$ cat config.mk
export PLATFORM = sky130hd
export DESIGN_NAME = bp_predecoder_ras_flat
export DESIGN_NICKNAME = d
export VERILOG_FILES = /design/src/rtl/bp_predecoder_ras_if.sv /design/src/rtl/bp_predecoder_ras.sv /design/src/flat_wrapper.sv
export SDC_FILE = /design/constraint.sdc
export NUM_CORES = 1
export LEC_CHECK = 0
export BUFFER_PORTS_ARGS = -buffer_cell sky130_fd_sc_hd__buf_2
export CORE_MARGIN = 4
export CORE_UTILIZATION = 60
export DETAILED_ROUTE_END_ITERATION = 10
export HOLD_SLACK_MARGIN = 0.02
export PLACE_DENSITY = 0.92
export SYNTH_ARGS = -nofsm -noshare
export SYNTH_HDL_FRONTEND = slang
export SYNTH_SLANG_ARGS = --single-unit
$ cat constraint.sdc
create_clock -name clk -period 7.7 [get_ports clk]
set_clock_uncertainty 0.1 [all_clocks]
set_input_delay 0.385 -clock clk [delete_from_list [all_inputs] [get_ports clk]]
set_output_delay 0.385 -clock clk [all_outputs]
set_load 0.02 [all_outputs]
$ cat src/rtl/bp_predecoder_ras_if.sv
// Fetch-side bundle between instruction memory, the predecoder and the fetch PC mux.
// The master drives the packet and backend redirect; the slave returns the prediction.

interface bp_predecoder_ras_if #(
   parameter int unsigned FETCH_W   = 2,
   parameter int unsigned RAS_DEPTH = 8
);

   localparam int unsigned SlotW = (FETCH_W > 1) ? $clog2(FETCH_W) : 1;
   localparam int unsigned CntW  = $clog2(RAS_DEPTH) + 1;

   logic [32*FETCH_W-1:0] instruction;
   logic [31:0]           pc_late;
   logic                  imem_resp;
   logic                  mispredict;
   logic [31:0]           pc_target_addr;
   logic                  valid;
   logic [SlotW-1:0]      slot_idx;
   logic                  jump_valid1;
   logic                  jump_valid2;
   logic [CntW-1:0]       ras_count;

   modport master (
      output instruction,
      output pc_late,
      output imem_resp,
      output mispredict,
      input  pc_target_addr,
      input  valid,
      input  slot_idx,
      input  jump_valid1,
      input  jump_valid2,
      input  ras_count
   );

   modport slave (
      input  instruction,
      input  pc_late,
      input  imem_resp,
      input  mispredict,
      output pc_target_addr,
      output valid,
      output slot_idx,
      output jump_valid1,
      output jump_valid2,
      output ras_count
   );

endinterface

$ cat src/rtl/bp_predecoder_ras.sv
// Fetch-packet predecoder: finds the first control-flow slot and predicts its target.
// Define BP_RAS_EN to build in the return address stack; otherwise JALR never predicts.

module bp_predecoder_ras #(
   parameter int unsigned FETCH_W   = 2,
   parameter int unsigned RAS_DEPTH = 8
) (
   input logic                clk,
   input logic                rst,
   bp_predecoder_ras_if.slave bus
);

   localparam int unsigned SlotW = (FETCH_W > 1) ? $clog2(FETCH_W) : 1;

   localparam logic [6:0] OpJal    = 7'b1101111;
   localparam logic [6:0] OpJalr   = 7'b1100111;
   localparam logic [6:0] OpBranch = 7'b1100011;

   logic             squash_q, squash_d;
   logic             en;
   logic [31:0]      target;
   logic             pred_valid;
   logic             pred_jal;
   logic             pred_ret;
   logic [SlotW-1:0] pred_slot;

`ifdef BP_RAS_EN
   localparam int unsigned PtrW = $clog2(RAS_DEPTH);
   localparam int unsigned CntW = PtrW + 1;

   typedef enum logic [1:0] {RasNone, RasPush, RasPop, RasSwap} ras_op_e;

   function automatic logic is_link(input logic [4:0] r);
      return (r == 5'd1) || (r == 5'd5);
   endfunction

   logic [31:0]     ras_q [RAS_DEPTH];
   logic [31:0]     ras_d [RAS_DEPTH];
   logic [PtrW-1:0] ptr_q, ptr_d;
   logic [PtrW-1:0] top_idx;
   logic [CntW-1:0] cnt_q, cnt_d;
   logic [31:0]     ras_top;
   ras_op_e         ras_op;
   logic [31:0]     link_addr;

   // ptr_q is the next write slot; the top of stack sits just below it.
   assign top_idx = ptr_q - PtrW'(1);
   assign ras_top = ras_q[top_idx];
`endif

   // A response arriving while squash is armed belongs to the wrong path.
   assign en = rst && bus.imem_resp && !squash_q && !bus.mispredict;

   always_comb begin
      squash_d = squash_q;
      if (bus.mispredict) begin
         squash_d = 1'b1;
      end else if (bus.imem_resp) begin
         squash_d = 1'b0;
      end
   end

   always_ff @(posedge clk) begin
      if (!rst) begin
         squash_q <= 1'b0;
      end else begin
         squash_q <= squash_d;
      end
   end

   // Slot scan: the first JAL, backward branch or JALR terminates the packet.
   always_comb begin
      logic        found;
      logic [31:0] ins;
      logic [31:0] spc;
      logic [31:0] j_imm;
      logic [31:0] b_imm;
`ifdef BP_RAS_EN
      logic        rd_link;
      logic        rs1_link;
`endif
      found      = 1'b0;
      ins        = '0;
      spc        = '0;
      j_imm      = '0;
      b_imm      = '0;
      target     = '0;
      pred_valid = 1'b0;
      pred_jal   = 1'b0;
      pred_ret   = 1'b0;
      pred_slot  = '0;
`ifdef BP_RAS_EN
      rd_link    = 1'b0;
      rs1_link   = 1'b0;
      ras_op     = RasNone;
      link_addr  = '0;
`endif
      for (int i = 0; i < int'(FETCH_W); i++) begin
         ins   = bus.instruction[32*i +: 32];
         spc   = bus.pc_late + (32'(i) << 2);
         j_imm = {{12{ins[31]}}, ins[19:12], ins[20], ins[30:21], 1'b0};
         b_imm = {{20{ins[31]}}, ins[7], ins[30:25], ins[11:8], 1'b0};
         if (!found) begin
            case (ins[6:0])
               OpJal: begin
                  found      = 1'b1;
                  pred_slot  = SlotW'(i);
                  pred_valid = 1'b1;
                  pred_jal   = 1'b1;
                  target     = spc + j_imm;
`ifdef BP_RAS_EN
                  link_addr  = spc + 32'd4;
                  if (is_link(ins[11:7])) begin
                     ras_op = RasPush;
                  end
`endif
               end
               OpBranch: begin
                  if (ins[31]) begin
                     found      = 1'b1;
                     pred_slot  = SlotW'(i);
                     pred_valid = 1'b1;
                     target     = spc + b_imm;
                  end
               end
               OpJalr: begin
                  found     = 1'b1;
                  pred_slot = SlotW'(i);
`ifdef BP_RAS_EN
                  rd_link   = is_link(ins[11:7]);
                  rs1_link  = is_link(ins[19:15]);
                  link_addr = spc + 32'd4;
                  if (rd_link && (!rs1_link || (ins[11:7] == ins[19:15]))) begin
                     ras_op = RasPush;
                  end else if (rs1_link && !rd_link) begin
                     ras_op = RasPop;
                  end else if (rs1_link) begin
                     ras_op = RasSwap;
                  end
                  if (((ras_op == RasPop) || (ras_op == RasSwap)) && (cnt_q != '0)) begin
                     pred_valid = 1'b1;
                     pred_ret   = 1'b1;
                     target     = ras_top & ~32'd1;
                  end
`endif
               end
               default: begin
               end
            endcase
         end
      end
      if (!en) begin
         target     = '0;
         pred_valid = 1'b0;
         pred_jal   = 1'b0;
         pred_ret   = 1'b0;
         pred_slot  = '0;
`ifdef BP_RAS_EN
         ras_op     = RasNone;
`endif
      end
   end

`ifdef BP_RAS_EN
   // Circular stack: a push when full overwrites the oldest entry.
   always_comb begin
      ras_d = ras_q;
      ptr_d = ptr_q;
      cnt_d = cnt_q;
      if (bus.mispredict) begin
         ptr_d = '0;
         cnt_d = '0;
      end else if ((ras_op == RasPush) || ((ras_op == RasSwap) && (cnt_q == '0))) begin
         ras_d[ptr_q] = link_addr;
         ptr_d        = ptr_q + PtrW'(1);
         if (cnt_q != CntW'(RAS_DEPTH)) begin
            cnt_d = cnt_q + CntW'(1);
         end
      end else if (ras_op == RasSwap) begin
         ras_d[top_idx] = link_addr;
      end else if ((ras_op == RasPop) && (cnt_q != '0)) begin
         ptr_d = top_idx;
         cnt_d = cnt_q - CntW'(1);
      end
   end

   always_ff @(posedge clk) begin
      if (!rst) begin
         ptr_q <= '0;
         cnt_q <= '0;
         for (int k = 0; k < int'(RAS_DEPTH); k++) begin
            ras_q[k] <= '0;
         end
      end else begin
         ptr_q <= ptr_d;
         cnt_q <= cnt_d;
         ras_q <= ras_d;
      end
   end

   assign bus.ras_count = rst ? cnt_q : '0;
`else
   assign bus.ras_count = '0;
`endif

   assign bus.pc_target_addr = target;
   assign bus.valid          = pred_valid;
   assign bus.slot_idx       = pred_slot;
   assign bus.jump_valid1    = pred_jal;
   assign bus.jump_valid2    = pred_ret;

endmodule

$ cat src/flat_wrapper.sv
// flat-port wrapper written by rule: the top's interface ports become plain ports
module bp_predecoder_ras_flat 
#(
   parameter int unsigned FETCH_W   = 2,
   parameter int unsigned RAS_DEPTH = 8
)
  (clk, rst, bus_instruction, bus_pc_late, bus_imem_resp, bus_mispredict, bus_pc_target_addr, bus_valid, bus_slot_idx, bus_jump_valid1, bus_jump_valid2, bus_ras_count);
  bp_predecoder_ras_if #(.FETCH_W(FETCH_W), .RAS_DEPTH(RAS_DEPTH)) bus_i ();
  input logic clk;
  input logic rst;
  input wire logic [$bits(bus_i.instruction)-1:0] bus_instruction;
  input wire logic [$bits(bus_i.pc_late)-1:0] bus_pc_late;
  input wire logic [$bits(bus_i.imem_resp)-1:0] bus_imem_resp;
  input wire logic [$bits(bus_i.mispredict)-1:0] bus_mispredict;
  output wire logic [$bits(bus_i.pc_target_addr)-1:0] bus_pc_target_addr;
  output wire logic [$bits(bus_i.valid)-1:0] bus_valid;
  output wire logic [$bits(bus_i.slot_idx)-1:0] bus_slot_idx;
  output wire logic [$bits(bus_i.jump_valid1)-1:0] bus_jump_valid1;
  output wire logic [$bits(bus_i.jump_valid2)-1:0] bus_jump_valid2;
  output wire logic [$bits(bus_i.ras_count)-1:0] bus_ras_count;
  assign bus_i.instruction = bus_instruction;
  assign bus_i.pc_late = bus_pc_late;
  assign bus_i.imem_resp = bus_imem_resp;
  assign bus_i.mispredict = bus_mispredict;
  assign bus_pc_target_addr = bus_i.pc_target_addr;
  assign bus_valid = bus_i.valid;
  assign bus_slot_idx = bus_i.slot_idx;
  assign bus_jump_valid1 = bus_i.jump_valid1;
  assign bus_jump_valid2 = bus_i.jump_valid2;
  assign bus_ras_count = bus_i.ras_count;
  bp_predecoder_ras #(.FETCH_W(FETCH_W), .RAS_DEPTH(RAS_DEPTH)) u_core (.clk(clk), .rst(rst), .bus(bus_i));
endmodule
Yosys cells after proc, flatten, opt, wreduce, memory -nomap -nowiden
Index checks and enable logic that the tools add are counted.

Flip-flop bits (word level): 1. Input bits: 100. Output and inout bits: 40. Logic and storage cells: 43.

Add/subtract/negate cells: 5. Equality and inequality tests: 6. Mux-type cells: 23. Reduce and logical (&&, ||, !) cells: 8.

Operators by type and width (number): $add 32x32->32 (4); $mux 32 (4); $pmux 32 s2 (2); $eq 7x7->1 const B (6); $add 32x3->32 const B (1); $mux 1 (13); $pmux 1 s2 (4); $reduce_or 2->1 (2); $logic_and 1x1->1 (3); $logic_not 1->1 (2); $reduce_bool 2->1 (1).

Depth between registers and ports, before layout
Gate-level depths: netlist of run 1.

Word-level depth: 7. Gate-level depth with buffers: 19. Depth with buffers taken out: 17.

Worst setup path after synthesis of run 1
No wires, ideal clock.

Path kind: input to output. From: in bus_pc_late[9]. To: out bus_pc_target_addr[29]. Arrival time: 3.876 ns. Required time: 7.215 ns. Path slack: 3.339 ns. Stages: 18. Buffers on the path: 1. Path through: and4_1 and3_1 and4_1 and3_1 nand3_1 nor2_1 xor2_1 ha_1 buf_2 a21o_1 a21o_1 a21oi_1 o21ai_1 a221o_1 a21oi_1 xnor2_1 a2111o_1 o31a_1.

Cells in the longest elaborated chain, start to end: 7. Elaborated cells between the ends (all ways): 11. Those cells by class: add/sub (5); mux (6).

RTL lines: from (decl) (RTL line flat_wrapper.sv:12) `input wire logic [$bits(bus_i.pc_late)-1:0] bus_pc_late;`; branches (longest 5 deep; another with $add 32x3->32); $mux 32 (*) (RTL line bp_predecoder_ras.sv:103) `if (!found) begin`; $mux 32 (*) (RTL line bp_predecoder_ras.sv:152) `if (!en) begin`; to (decl) (RTL line flat_wrapper.sv:15) `output wire logic [$bits(bus_i.pc_target_addr)-1:0] bus_pc_target_addr;`.

Mark *: on every way between the ends.

Worst setup path in the final report of run 1
From: in bus_pc_late[11]. To: out bus_pc_target_addr[29].

Same word-level chain as after synthesis.

==> impl_metrics.toml, run 1 <==
[worst_setup_path]
cp-start-kind = "input port"
endpoint_kind = "primary output"
arrival_ns = 4.56
critical_path.max_fanout = 9
crit_required_ns = 7.21
path_class = "input port to primary output"
cpPeakStageDelay_ns = 0.45
critPathSlowestCell = "a2111o_1"
cp_cell_sequence = "buf_2 -> and4_1 -> and3_1 -> and4_1 -> and3_1 -> nand3_1 -> nor2_1 -> xor2_1 -> ha_1 -> a21o_1 -> a21o_1 -> a21oi_1 -> o21ai_1 -> a221o_1 -> a21oi_1 -> xnor2_1 -> a2111o_1 -> o31a_1 -> buf_2"

[die]
io_pins = 140
die_x_um = 116
die-area_mm2 = 0.0134
initial_core_util_pct = 61.1
core_mm2 = 0.0114
rows = 39
die_height_um = 116

[route]
num_vias = 8806
antenna_left = 0
firstDrtPassIters = 6
wirelength_um = 24800
wire_per_inst_um = 19.7
viasPerCell = 6.99
dr.first_iter.drc_count = 1153
drc = 0

[synthesis]
synthArstFlopShare_pct = 0
synth_flop_cell = "dfxtp_1"
synth.avg_cell_area_um2 = 6.77
ys_seq_elements = 1
synth_cell_types = 83
syn-cell-area_mm2 = 0.00694
yosys_warnings = 0
syn_inst = 1025
synth_enable_flop_cells = 0
synth_sequential_area_ratio_pct = 0.288

[global_route]
grt_antenna_before_repair = 1
grt_max_degree = 27
grt_pass1_wl_um = 38700
gr-usage-all-layers_pct = 35.2
grt_pass1_vias = 7782
grt_overflow = 0

[timing]
min_period_ns = 5.05
setup-tns-final_ns = 0
tightest_slew_ns = 1.04
max_slew_margin_pct = 30.2
final_hold_viol_count = 0
max_freq_mhz = 198
fin_crit_sh_pct = 65.5
setup_viol = 0
grt_setup_unrepaired = "false"
final_max_slew_viol_count = 0

[place]
portBuffers = 134
dp_hpwl_um = 20000
gp_congestion = 1.01

[power]
p_leak_nw = 3.29
total_power_uw = 578
vdd_ir_drop_max_v = 0.0000530
powerDensity_mw_per_mm2 = 76.0

[cts]
cts_hold_buf = 0
cts-resized-gates = 0
clk_latency_ns = 0
clkTransAtPathRegs_ns = 0
post_cts_buffers = 0

[cells_and_area]
final_nets = 1314
largest-register = "u_core.squash_q"
layout-drive-gt1-share_pct = 15.2
reg.largest.list = "u_core.squash_q: 1 flops"
largest_reg_flops = 1
syn2layout_area_growth_pct = 9.57

[hold_path]
hold_class = "register to register"

[job]
max-cap-violations = 0

[status]
outcome = "completed"
cells in the mapped netlist, drive strengths merged (11+ instances only):
library cell / n / share of area (%)
a21oi: 98 / 7.2
ha: 93 / 17
nand2: 87 / 4.7
o21ai: 86 / 6.4
nor2: 79 / 4.3
xnor2: 61 / 7.7
nand3: 40 / 2.9
a21o: 37 / 4.0
inv: 31 / 1.7
clkbuf: 28 / 1.5
o22ai: 25 / 2.3
xor2: 24 / 3.0
a22oi: 23 / 2.6
buf: 22 / 1.7
nor3: 22 / 1.6
o21a: 22 / 2.4
a31oi: 19 / 1.8
and3: 18 / 1.6
nand4: 17 / 1.5
a211oi: 15 / 1.9
o21bai: 15 / 1.6
o211ai: 13 / 1.4
and2: 11 / 0.99
per-stage QoR:
step	setup slack [ns]	hold slack, ns	instances	cell area [µm²]	utilization [%]
global route	2.38	0.504	1259	7610	66.9
global placement	2.83	0.460	1258	7610	66.9
detailed placement	2.72	0.475	1258	7610	66.9
floorplan	3.34	0.403	1029	6960	-
CTS	2.72	0.481	1258	7610	66.9
finish	2.65	0.476	1259	7610	66.9
area by class of cell:
type	count	area (µm²)
diodes	1	2.50
fillers	1049	3760
inverters	31	116
multi-input cells	947	6610
flip-flops and latches	1	20.0
well taps	143	179
repair buffers	136	686
path summary, 6_finish.rpt:
path	from	endpoint	slack, ns	cells past startpoint
hold / removal	u_core.squash_q	u_core.squash_q	0.48	2
setup reg to reg	u_core.squash_q	u_core.squash_q	6.92	2
setup / recovery	bus_pc_late[11]	bus_pc_target_addr[29]	2.65	19
hold reg to reg	u_core.squash_q	u_core.squash_q	0.48	2
layer usage:
layer	GRT usage [%]	part of all wire, %
met5	0	0
met4	9.47	3.3
met3	3.71	13
met2	55.3	43
met1	51.1	40
where the power goes:
| part | switching [mW] | internal [mW] |
|---|---|---|
| logic | 0.349 | 0.223 |
| clock network | 0 | 0.0000000174 |
| registers | 0.000141 | 0.00563 |
| total | 0.349 | 0.229 |
cells in the final DEF (no fill, tap or decap), types with 8 or more instances in the layout:
cell	synthesis	layout
o221ai_1	9	9
a22oi_1	22	22
and2_1	11	11
xnor2_1	61	61
nand3_1	40	40
nor2_1	78	78
buf_2	11	134
nand4_1	17	17
a211oi_1	13	13
mux2i_1	8	8
o21a_1	22	22
a21o_1	37	37
o21ai_0	75	75
o21bai_1	15	15
nor3_1	22	21
and3_1	18	18
inv_1	31	31
o21ai_1	8	8
ha_1	93	93
a31oi_1	18	18
o22ai_1	24	24
xor2_1	24	24
a21oi_1	96	96
nor2b_1	8	8
nand2_1	87	87
o211ai_1	13	13
logic make-up (layout without fill, tap and decap cells):
| family | count (synthesis) | count (layout) | synth area share (%) |
|---|---|---|---|
| simple gates | 316 | 316 | 21.8 |
| buf+inv | 81 | 167 | 4.88 |
| fa+ha+maj | 97 | 97 | 17.9 |
| mux | 9 | 9 | 1.32 |
| flops | 1 | 1 | 0.288 |
| other cells | 1 | 6 | 0.0540 |
| compound gates | 435 | 435 | 43.0 |
| xor+xnor | 85 | 85 | 10.7 |
worst max-delay path, delay by kind of cell:
family,cells,cell delay (ns)
AOI/OAI and AO/OA,8,1.97
xor gates and xnor gates,2,0.27
and+or+nand+nor,6,1.28
buffers and inverters,2,0.29
adders and majority gates,1,0.34
Note: power is estimated with default switching activity, not from simulation.
==> run 2: changes to the inputs <==
--- a/config.mk
+++ b/config.mk
@@ -7,10 +7,10 @@
 export LEC_CHECK = 0
 export BUFFER_PORTS_ARGS = -buffer_cell sky130_fd_sc_hd__buf_2
 export CORE_MARGIN = 4
-export CORE_UTILIZATION = 60
+export CORE_UTILIZATION = 53
 export DETAILED_ROUTE_END_ITERATION = 10
 export HOLD_SLACK_MARGIN = 0.02
-export PLACE_DENSITY = 0.92
+export PLACE_DENSITY = 0.86
 export SYNTH_ARGS = -nofsm -noshare
 export SYNTH_HDL_FRONTEND = slang
 export SYNTH_SLANG_ARGS = --single-unit
==> constraint.sdc (replaced) <==
create_clock -name clk -period 4.23 [get_ports clk]
set_clock_uncertainty 0.1 [all_clocks]
set_input_delay 0.2115 -clock clk [delete_from_list [all_inputs] [get_ports clk]]
set_output_delay 0.2115 -clock clk [all_outputs]
set_load 0.02 [all_outputs]
==> impl_metrics.toml, run 2 (synthesized netlist as in run 1, its figures left out) <==
[status]
outcome = "completed"

[cells_and_area]
syn2layout_area_growth_pct = 20.4
antenna_cells = 0
largest-register = "u_core.squash_q"
largest_reg_flops = 1
final_nets = 1381
reg.largest.list = "u_core.squash_q: 1 flops"
final_common_cell = "buf_2"
layout-drive-gt1-share_pct = 22.6
final_cell_mix = "buf_2, ha_1, a21oi_1"

[route]
drc = 0
firstDrtPassIters = 8
dr.first_iter.drc_count = 972
viasPerCell = 6.75
num_vias = 9135
antenna_left = 0
wirelength_um = 26300
wire_per_inst_um = 19.4

[place]
dp_hpwl_um = 21500
dpl_worst_slack_ns = -0.0278
gp_congestion = 1.02
portBuffers = 134

[timing]
tightest_slew_ns = 0.835
fin_crit_sh_pct = 99.3
final_hold_viol_count = 0
max_slew_margin_pct = 44.2
final_max_slew_viol_count = 0
max_freq_mhz = 238
grt_setup_unrepaired = "true"
setup_viol = 0
fin_ws_ns = 0.0313
min_period_ns = 4.20

[worst_setup_path]
arrival_ns = 3.89
critPathMostFrequentCell = "buf_4"
path_class = "input port to primary output"
reg2reg_slack_ns = 3.46
endpoint_kind = "primary output"
critPathSlowestCell = "ha_1"
reg2reg_depth = 2
cpPeakStageDelay_ns = 0.39
critical_path.max_fanout = 4
crit_required_ns = 3.92
cp-start-kind = "input port"
cp_cell_sequence = "buf_2 -> and3_1 -> buf_4 -> and3_1 -> buf_4 -> nand4_1 -> xnor2_2 -> ha_1 -> nand2_1 -> or3_4 -> a211o_1 -> and4_1 -> o21ba_2 -> o32ai_1 -> buf_4 -> a21oi_1 -> a31oi_1 -> buf_4"

[hold_path]
hold_class = "input port to register"
whs_path_depth = 2

[die]
core_mm2 = 0.0127
io_pins = 140
die-area_mm2 = 0.0150
die_height_um = 122
initial_core_util_pct = 54.6
die_x_um = 122
rows = 41

[global_route]
grt_pass1_vias = 8129
grt_max_degree = 23
gr-usage-all-layers_pct = 33.2
grt_pass1_wl_um = 40600
grt_antenna_before_repair = 0
grt_overflow = 0

[job]
max-cap-violations = 0

[power]
vdd_ir_drop_max_v = 0.0000803
powerDensity_mw_per_mm2 = 137
total_power_mw = 1.14
p_leak_nw = 3.65

[cts]
clkTransAtPathRegs_ns = 0
clk_latency_ns = 0
[run 2: cell count changes in the layout (fill, tap and decap cells not counted), sizes merged]
| cell | delta |
|---|---|
| diode | -1 |
| buf | +67 |
[run 2: path summary, 6_finish.rpt]
path                                 startpoint                     end
worst max-delay path             bus_pc_late[6]  bus_pc_target_addr[25]
worst min-delay path             bus_mispredict         u_core.squash_q
worst max register to register  u_core.squash_q         u_core.squash_q
worst min register to register  u_core.squash_q         u_core.squash_q
[run 2: routing by layer]
metal  GRT usage, %  vias up  wire length [µm]
li1               -     4267                 -
met1           45.9     4134             10500
met2           51.8      626             11200
met3           5.81      108              3440
met4           11.3        0              1090
met5              0        -                 0
[run 2: cell type report]
class,instances,area (µm²)
tap,172,215
multi-input combinational,947,6780
sequential,1,20.0
timing repair buffer,203,1220
inverter,31,116
fill,1175,4360
[run 2: report_power, final]
| group | total (mW) | switching (mW) | internal, mW |
|---|---|---|---|
| logic | 1.13 | 0.663 | 0.467 |
| clock network | 0 | 0 | 0 |
| registers | 0.0105 | 0.000215 | 0.0103 |
| total | 1.14 | 0.663 | 0.478 |
[run 2: repair_timing]
item,4_1_cts,5_1_grt
gates resized for setup,3,45
setup endpoints to repair,3,15
buffers inserted,0,2
pin swaps,0,17
hold buffers,0,0
[run 2: metrics by stage]
stage | cells | area (µm²) | setup TNS [ns] | util, % | hold slack (ns)
floorplan | 1029 | 6960 | 0 | - | 0.229
global placement | 1352 | 8130 | 0 | 63.9 | 0.338
detailed placement | 1352 | 8130 | -0.0278 | 63.9 | 0.344
CTS | 1352 | 8140 | 0 | 64.0 | 0.344
global route | 1354 | 8360 | -0.316 | 65.7 | 0.354
finish | 1354 | 8360 | 0 | 65.7 | 0.340
[run 2: critical path, delay by kind of cell]
family	cells	cell delay, ns
AND/OR/NAND/NOR	6	1.20
XOR/XNOR	1	0.21
adder cells (fa/ha/maj)	1	0.39
buffers and inverters	5	0.76
AO/OA/AOI/OAI	5	1.10
==> run 3: changes to the inputs <==
--- a/config.mk
+++ b/config.mk
@@ -10,6 +10,7 @@
 export CORE_UTILIZATION = 53
 export DETAILED_ROUTE_END_ITERATION = 10
 export HOLD_SLACK_MARGIN = 0.02
+export MAX_ROUTING_LAYER = met4
 export PLACE_DENSITY = 0.86
 export SYNTH_ARGS = -nofsm -noshare
 export SYNTH_HDL_FRONTEND = slang
==> impl_metrics.toml, run 3 (synthesized netlist as in run 1, its figures left out) <==
[status]
outcome = "finished with violations"
violations = "negative setup slack"

[route]
drc = 0
wire_per_inst_um = 19.9
viasPerCell = 6.77
num_vias = 9206
antenna_left = 0
firstDrtPassIters = 6
wirelength_um = 27100
dr.first_iter.drc_count = 1027

[timing]
min_period_ns = 4.24
final_hold_viol_count = 0
max_slew_margin_pct = 47.6
holdWs_ns = 0.343
setup-tns-final_ns = -0.00633
fin_crit_sh_pct = 100
grt_setup_unrepaired = "true"
fin_ws_ns = -0.00633
setup_viol = 1
max_freq_mhz = 236
final_max_slew_viol_count = 0
tightest_slew_ns = 0.781

[die]
io_pins = 140
die_height_um = 122
initial_core_util_pct = 54.6
die_x_um = 122
die-area_mm2 = 0.0150
core_mm2 = 0.0127
rows = 41

[place]
portBuffers = 134
gp_congestion = 1.07
placed_cells = 1356
dp_hpwl_um = 21500

[global_route]
grt_antenna_before_repair = 0
grt_max_degree = 23
grt_overflow = 0
gr-usage-all-layers_pct = 34.5
grt_pass1_vias = 8083
grt_pass1_wl_um = 41200

[job]
max-cap-violations = 0

[worst_setup_path]
cp-start-kind = "input port"
crit_required_ns = 3.92
path_class = "input port to primary output"
critPathSlowestCell = "or4_4"
path_delay_family = "simple AND/OR/NAND/NOR gates"
arrival_ns = 3.92
endpoint_kind = "primary output"
cp_cell_sequence = "buf_6 -> and4_4 -> and3_4 -> and4_4 -> and3_4 -> buf_6 -> nand4_1 -> xnor2_1 -> ha_1 -> a21o_1 -> a21o_1 -> or3_1 -> or4_4 -> and3_4 -> o31ai_4 -> a221oi_2 -> o22ai_2 -> buf_6"
crit_buf_inv = 3
cpPeakStageDelay_ns = 0.54
critical_path.max_fanout = 4

[cells_and_area]
final_nets = 1386
largest-register = "u_core.squash_q"
final_util_pct = 67.0
fin_cells = 1359
antenna_cells = 0
final_cell_mix = "buf_2, a21oi_1, ha_1"
layout-drive-gt1-share_pct = 24.0
final_common_cell = "buf_2"
syn2layout_area_growth_pct = 22.7
reg.largest.list = "u_core.squash_q: 1 flops"
largest_reg_flops = 1

[power]
powerDensity_mw_per_mm2 = 138
p_leak_nw = 3.71
total_power_mw = 1.18
vdd_ir_drop_max_v = 0.0000814

[cts]
clk_latency_ns = 0
clkTransAtPathRegs_ns = 0
cts_hold_buf = 0

[hold_path]
hold_class = "input port to register"
[run 3: path summary, 6_finish.rpt]
| check | end | cells past startpoint | slack [ns] | startpoint |
|---|---|---|---|---|
| worst max register to register | u_core.squash_q | 2 | 3.45 | u_core.squash_q |
| worst min register to register | u_core.squash_q | 2 | 0.48 | u_core.squash_q |
| worst max-delay path | bus_pc_target_addr[26] | 18 | -0.006 | bus_pc_late[9] |
| worst min-delay path | u_core.squash_q | 2 | 0.34 | bus_mispredict |
[run 3: metrics by stage]
step	setup slack (ns)	cell area [µm²]
6_report	-0.00633	8520
5_1_grt	-0.112	8520
4_1_cts	0.00233	8170
3_5_place_dp	-0.0687	8160
3_3_place_gp	0.0212	8160
2_1_floorplan	0.216	6960
[run 3: area by class of cell]
cell class	instances	area [µm²]
multi-input combinational	947	6910
fill	1177	4200
timing repair buffer	208	1260
tap	172	215
inverter	31	116
sequential	1	20.0
[run 3: repair_timing]
action	in CTS	in global routing
cloned	0	0
pin swaps	2	26
hold endpoints to repair	0	0
buffers inserted	0	3
endpoints found under the setup margin	3	13
gates resized for setup	4	66
[run 3: report_power, final]
group	switching, mW	total, mW	internal [mW]
clock	0	0	0
combinational	0.689	1.17	0.477
sequential	0.000236	0.0105	0.0103
[run 3: metal layers]
layer	track usage [%]	vias to the layer above	wire, µm
met2	53.5	679	11800
met4	7.70	0	965
li1	-	4265	-
met1	48.3	4148	11000
met5	-	-	0
met3	3.64	114	3380
[run 3: worst register-to-register path, delay by kind of cell, from the launching register on]
family | cells | cell delay [ns]
flip-flops | 1 | 0.28
AO/OA/AOI/OAI | 1 | 0.15
AND/OR/NAND/NOR | 1 | 0.12
